## config.mk

```make
export PLATFORM = sky130hd
export DESIGN_NAME = div_share_ctrl
export DESIGN_NICKNAME = d
export VERILOG_FILES = /design/src/rtl/div_share_ctrl.sv
export SDC_FILE = /design/constraint.sdc
export NUM_CORES = 1
export LEC_CHECK = 0
export ABC_AREA = 1
export BUFFER_PORTS_ARGS = -buffer_cell sky130_fd_sc_hd__buf_2
export CELL_PAD_IN_SITES_DETAIL_PLACEMENT = 2
export CELL_PAD_IN_SITES_GLOBAL_PLACEMENT = 2
export CORE_ASPECT_RATIO = 0.7
export CORE_MARGIN = 1.5
export CORE_UTILIZATION = 27
export DETAILED_ROUTE_END_ITERATION = 8
export PLACE_DENSITY = 0.91
export SETUP_SLACK_MARGIN = 0.2
export SLEW_MARGIN = 20
export SYNTH_ARGS = -nofsm -noshare
export SYNTH_HDL_FRONTEND = slang
export SYNTH_SLANG_ARGS = --single-unit
export TNS_END_PERCENT = 30
```

## constraint.sdc

```tcl
create_clock -name clk -period 4.39 [get_ports clk]
set_input_delay 0.6585 -clock clk [delete_from_list [all_inputs] [get_ports clk]]
set_output_delay 0.6585 -clock clk [all_outputs]
set_load 0.05 [all_outputs]
```

## src/rtl/div_share_ctrl.sv

```systemverilog
// div_share_ctrl: round-robin controller sharing one sequential divider among N_REQ requesters.
// Divide-by-zero is answered locally (quotient all ones, remainder = dividend) without starting the divider.
module div_share_ctrl #(
    parameter int N_REQ   = 4,
    parameter int WIDTH   = 8,
    parameter int DIV_LAT = 10
) (
    input  logic                     clk,
    input  logic                     rst_n,
    input  logic [N_REQ-1:0]         req,
    input  logic [N_REQ*WIDTH-1:0]   req_dividend,
    input  logic [N_REQ*WIDTH-1:0]   req_divisor,
    output logic [N_REQ-1:0]         gnt,
    output logic [N_REQ-1:0]         rsp_valid,
    output logic [WIDTH-1:0]         rsp_quotient,
    output logic [WIDTH-1:0]         rsp_remainder,
    output logic                     rsp_dz,
    output logic                     busy,
    output logic                     div_ready,
    output logic [WIDTH-1:0]         div_dividend,
    output logic [WIDTH-1:0]         div_divisor,
    input  logic [WIDTH-1:0]         div_quotient,
    input  logic [WIDTH-1:0]         div_reminder
);
    localparam int PW = $clog2(N_REQ);
    localparam int CW = $clog2(DIV_LAT + 1);

    typedef enum logic [1:0] {IDLE, LOAD, RUN, DONE} state_t;

    state_t           state, state_nxt;
    logic [PW-1:0]    ptr, owner, sel, cand;
    logic [CW-1:0]    cnt;
    logic             found, take, run_end;
    logic [WIDTH-1:0] sel_dividend, sel_divisor;

    // Later iterations override earlier ones, so the smallest offset from ptr wins.
    always_comb begin
        found = 1'b0;
        sel   = '0;
        cand  = '0;
        for (int k = N_REQ - 1; k >= 0; k--) begin
            cand = PW'((int'(ptr) + k) % N_REQ);
            if (req[cand]) begin
                found = 1'b1;
                sel   = cand;
            end
        end
    end

    assign sel_dividend = req_dividend[sel*WIDTH +: WIDTH];
    assign sel_divisor  = req_divisor[sel*WIDTH +: WIDTH];
    assign take         = rst_n && (state == IDLE) && found;
    assign run_end      = (state == RUN) && (cnt == CW'(DIV_LAT - 1));

    always_comb begin
        state_nxt = state;
        state_nxt = (state == IDLE) ? (found ? ((sel_divisor == '0) ? DONE : LOAD) : IDLE) :
                    (state == LOAD) ? RUN :
                    (state == RUN)  ? (run_end ? DONE : RUN) : IDLE;
    end

    assign gnt       = take ? (N_REQ'(1) << sel) : '0;
    assign rsp_valid = (state == DONE) ? (N_REQ'(1) << owner) : '0;
    assign busy      = (state != IDLE);
    assign div_ready = (state == LOAD);

    always_ff @(posedge clk or negedge rst_n) begin
        if (!rst_n) begin
            state         <= IDLE;
            ptr           <= '0;
            owner         <= '0;
            cnt           <= '0;
            div_dividend  <= '0;
            div_divisor   <= '0;
            rsp_quotient  <= '0;
            rsp_remainder <= '0;
            rsp_dz        <= 1'b0;
        end else begin
            state <= state_nxt;
            if (take) begin
                ptr          <= (sel == PW'(N_REQ - 1)) ? '0 : sel + PW'(1);
                owner        <= sel;
                div_dividend <= sel_dividend;
                div_divisor  <= sel_divisor;
                if (sel_divisor == '0) begin
                    rsp_quotient  <= '1;
                    rsp_remainder <= sel_dividend;
                    rsp_dz        <= 1'b1;
                end
            end
            if (state == LOAD)
                cnt <= '0;
            else if (state == RUN)
                cnt <= cnt + CW'(1);
            if (run_end) begin
                rsp_quotient  <= div_quotient;
                rsp_remainder <= div_reminder;
                rsp_dz        <= 1'b0;
            end
        end
    end
endmodule

```

After elaboration in Yosys (flattened, before gate mapping)
Index checks and enable logic that the tools add are counted.

operators by class
  add/subtract/negate cells = 5
  magnitude comparators = 4
  equality and inequality tests = 5
  shifts and indexed selects = 4
  mux-type cells = 36
  reductions and logical operators = 10

operators by type and width
  kind                                                         number
  variable part select 32 x 6 -> 8 bit                         2
  2-to-1 mux 8 bit                                             6
  2-to-1 mux 2 bit                                             10
  2-to-1 mux 4 bit                                             4
  less-than comparator 2 x 3 -> 1 bit (second input constant)  4
  2-to-1 mux 1 bit                                             12
  binary-select mux 1 bit (select 2 bit)                       4
  logical NOT 8 bit                                            1
  nonzero test 2 bit                                           4
  left shift 1 x 2 -> 4 bit (first input constant)             2
  equality test 2 bit (second input constant)                  3
  adder 2 x 1 -> 2 bit (second input constant)                 2
  adder 2 bit (second input constant)                          2
  adder 4 x 1 -> 4 bit (second input constant)                 1
  equality test 4 bit (second input constant)                  1
  logical AND 1 bit                                            3
  equality test 2 x 1 -> 1 bit (second input constant)         1
  logical NOT 2 bit                                            1
  AND reduction 2 bit                                          1

storage, ports and cells
  register bits = 43
  input bits = 86
  output and inout port bits = 43
  logic and storage cells = 73

Logic depth before layout (Yosys ltp)
  depth in word-level cells = 12
  depth in mapped cells = 19
  mapped depth without buffers = 17

Least setup slack after synthesis
OpenSTA, ideal clock, no wires.

  kind = input to output
  start = in req[1]
  end = out gnt[1]
  data arrival time = 2.532 ns
  required time = 3.732 ns
  slack = 1.199 ns
  cell stages on the path = 14
  path buffers = 2
  cell sequence = inv_1 nand2_2 nand3_2 nand2_2 inv_4 nand2_2 nand2_4 nand2_4 buf_2 inv_2 buf_4 ha_1 inv_1 nor2_1

on the way
  longest elaborated chain between the ends = 8
  elaborated cells between the ends (all ways) = 19
  classes of those cells = shift (1); mux (17); reduce/logical (1)

RTL lines
  what                                    RTL line  text
  start, declared                         10        input logic [N_REQ-1:0] req,
  binary-select mux 1 bit (select 2 bit)  43        if (req[cand]) begin
  2-to-1 mux 1 bit (implied by the code)  43
  2-to-1 mux 2 bit (3 in series)          43
  2-to-1 mux 2 bit *                      43
  via sel[0]                              31        logic [PW-1:0] ptr, owner, sel, cand;
  left shift 1 x 2 -> 4 bit *             62        assign gnt = take ? (N_REQ'(1) << sel) : '0;
  2-to-1 mux 4 bit *                      62
  end, declared                           13        output logic [N_REQ-1:0] gnt,

The timed path passes the listed nets; every way through them passes the cells marked *. The select of a mux whose other input is x is not followed.

Worst setup path after layout
  start = reg ptr[0]
  end = out gnt[3]

on the way
  longest elaborated chain between the ends = 9
  elaborated cells between the ends (all ways) = 22
  classes of those cells = add/sub (3); shift (1); mux (17); reduce/logical (1)

RTL lines
  what                                                                       RTL line  text
  start, declared                                                            31
  start signal, assigned                                                     81        ptr <= (sel == PW'(N_REQ - 1)) ? '0 : sel + PW'(1);
  adder 2 bit                                                                42        cand = PW'((int'(ptr) + k) % N_REQ);
  binary-select mux 1 bit (select 2 bit)                                     43
  2-to-1 mux 1 bit (implied by the code)                                     43
  2-to-1 mux 2 bit / 2-to-1 mux 1 bit (equally long branches) (4 in series)  43
  left shift 1 x 2 -> 4 bit / logical AND 1 bit (equally long branches)      62, 52
  2-to-1 mux 4 bit *                                                         62

Mark *: on every way between the ends. The rest lies on a longest branch, timed or not. The select of a mux whose other input is x is not followed.

==> flow_summary_export.csv <==
group,metric,value,unit
clock_network,cts_tree,"done",
routing,drt-total-wl,10.8,mm
grt,antenna_found_initial,0,
placement,gp_congestion,0.832,
floorplan,die_h,89.4,um
yosys,synthCells,396,
final_layout,most-common-layout-cells,"nand2_1 (132), buf_2 (128), nand3_1 (83)",
timing,setup-tns-final,0,ns
yosys,ys_ff_latch,43,
clock_network,cts_made_buffers,5,
routing,num_vias,3196,
clock_network,clock_latency,0.28,ns
power_and_ir_drop,p_total,3.87,mW
clock_network,post_cts_resized,0,
placement,hpwl,8.52,mm
routing,drc,0,
status,outcome,"finished, final reports clean",
timing,relSlewSlack,61.1,%
timing,report.final.slew_viol_count,0,
placement,dp_slack,0.885,ns
yosys,ys_seq_area_share,37.4,%
worst_setup_path,critPathLaunchType,"register",
yosys,ys_warn_count,0,
clock_network,clockBufferDepth,2,
placement,io_buffer_count,128,
grt,grt_pass1_vias,3542,
final_layout,antenna_cells,0,
clock_network,clk_pin_slew,0.06,ns
final_layout,layout-drive-gt1-share,34.1,%
routing,wl_per_cell,16.6,um
yosys,postSynthAreaPerCell,7.27,um2
final_layout,mostFrequentLayoutCell,"nand2_1",
yosys,synth.net_count,492,
clock_network,clock-root-buffer,"clkbuf_16",
yosys,synthesis.area,2880,um2
final_layout,fin_nets,614,
grt,grt_max_degree,44,
routing,ant_nets,0,
power_and_ir_drop,cellLeakagePower,2.04,nW
routing,drt_pass1_iterations,4,
clock_network,holdBufCountCts,0,
grt,track_usage,19.8,%
floorplan,ioPinCount,129,
floorplan,dieArea,11300,um2
routing,initialDrtViolationCount,112,
min_path,hold_class,"reg -> reg",
run,max_cap_violations,0,
timing,period_minus_slack,3.58,ns
worst_setup_path,arrival,2.93,ns
timing,fmax,279,MHz
floorplan,fp.dieW,126,um
timing,rsz0062_at_grt,"no",
final_layout,area_delta_synth_final,32.2,%
worst_setup_path,cp-end-kind,"output port",
worst_setup_path,crit_fanout,36,
yosys,synth_top_cell_area_share,37.4,%
timing,setup_ws,0.806,ns
clock_network,htree_num_levels,2,
power_and_ir_drop,p_per_area,1020,nW/um2
worst_setup_path,critPathRequiredTime,3.73,ns
yosys,synth_area_leaders,"dfrtp_1 (37%), nand2_1 (17%), nand3_1 (14%)",
worst_setup_path,critPathKind,"reg -> out",
clock_network,postCtsSetupBuffers,0,
timing,tightestPinTransition,0.584,ns
grt,gr-total-overflow,0,
yosys,yosysTopAreaCell,"dfrtp_1",
floorplan,row_count,31,
grt,grt_pass1_wl,17.6,mm
timing,skew,0.00593,ns
clock_network,clock_sinks,43,
routing,via_per_inst,4.91,
power_and_ir_drop,vdd.ir_drop.worst,0.240,mV
timing,post-route-period-util,81.6,%
yosys,synth.distinct_cells,30,
floorplan,core,10400,um2
floorplan,start_util,27.8,%
timing,hold_violations,0,
timing,setup_viol,0,
## power breakdown
part / switching (mW) / total (mW) / internal (mW)
registers: 0.138 / 0.734 / 0.596
clock network: 0.158 / 0.484 / 0.326
logic: 1.98 / 2.65 / 0.674
total: 2.27 / 3.87 / 1.60
## state kept, by name, indices dropped and copies added, names as in the netlist
register       flops
div_dividend       8
owner              2
ptr                2
div_divisor        8
rsp_quotient       8
rsp_dz             1
rsp_remainder      8
cnt                4
state              2
## worst paths after layout
kind                                        startpoint                      endpoint  slack (ns)  cells past startpoint
max in group asynchronous                        rst_n   div_dividend[0]$_DFFE_PN0P_        3.48                      2
max                                 ptr[0]$_DFFE_PN0P_                        gnt[3]        0.81                     13
min reg2reg                div_dividend[3]$_DFFE_PN0P_   div_dividend[3]$_DFFE_PN0P_        0.49                      2
min                        div_dividend[3]$_DFFE_PN0P_   div_dividend[3]$_DFFE_PN0P_        0.49                      2
min in group asynchronous                        rst_n   rsp_quotient[0]$_DFFE_PN0P_        0.52                      2
max reg2reg                         ptr[0]$_DFFE_PN0P_  rsp_remainder[4]$_DFFE_PN0P_        1.54                     15
## through the flow
stage                     area (um2)  hold slack (ns)  instances  util (%)
after floorplan                 2880            0.363        396         -
after global placement          3610            0.464        643      34.9
after detailed placement        3610            0.481        643      34.9
after CTS                       3800            0.497        651      36.7
after global routing            3800            0.521        651      36.7
final                           3800            0.492        651      36.7
## critical path: stages (launching register included)
cell     delay (ns)
dfrtp_1        0.48
inv_4          0.17
nand2_1        0.08
nand2_1        0.11
nand2_1        0.10
nand3_2        0.14
nand2_2        0.08
nand2_4        0.19
nand2_4        0.27
inv_2          0.36
ha_1           0.20
inv_1          0.04
nor2_1         0.12
buf_2          0.29
## per-layer routing
metal	GRT usage, %	vias to the layer above	wire length, um
met4	3.45	0	62
met3	3.77	6	614
li1	-	1541	-
met5	0	-	0
met2	36.4	99	5140
met1	24.7	1550	5000
## cell families after synthesis
logic type | synth area share, %
compound gates | 7.61
buf+inv | 7.26
flops | 37.4
mux | 0.348
fa+ha+maj | 4.35
simple gates | 42.7
xor+xnor | 0.304
## synthesized netlist by cell type, drive strengths merged
cell type	count
or2	9
o21bai	1
mux2i	1
nor2	10
nand3	88
nand2	146
a21oi	4
clkbuf	8
dfrtp	43
nand4	2
o21ai	29
inv	25
ha	10
o31ai	1
o22ai	2
a21boi	1
buf	10
nor3	5
xnor2	1
## final cells by class
cell class | instances | area [um2]
fillers | 1217 | 6550
multi-input cells | 310 | 1590
flip-flops and latches | 43 | 1080
repair buffers | 133 | 678
well taps | 132 | 165
clock buffers | 5 | 125
inverters | 25 | 98.8
clock inverters | 3 | 67.6
Power figures use the tool's default switching activity.
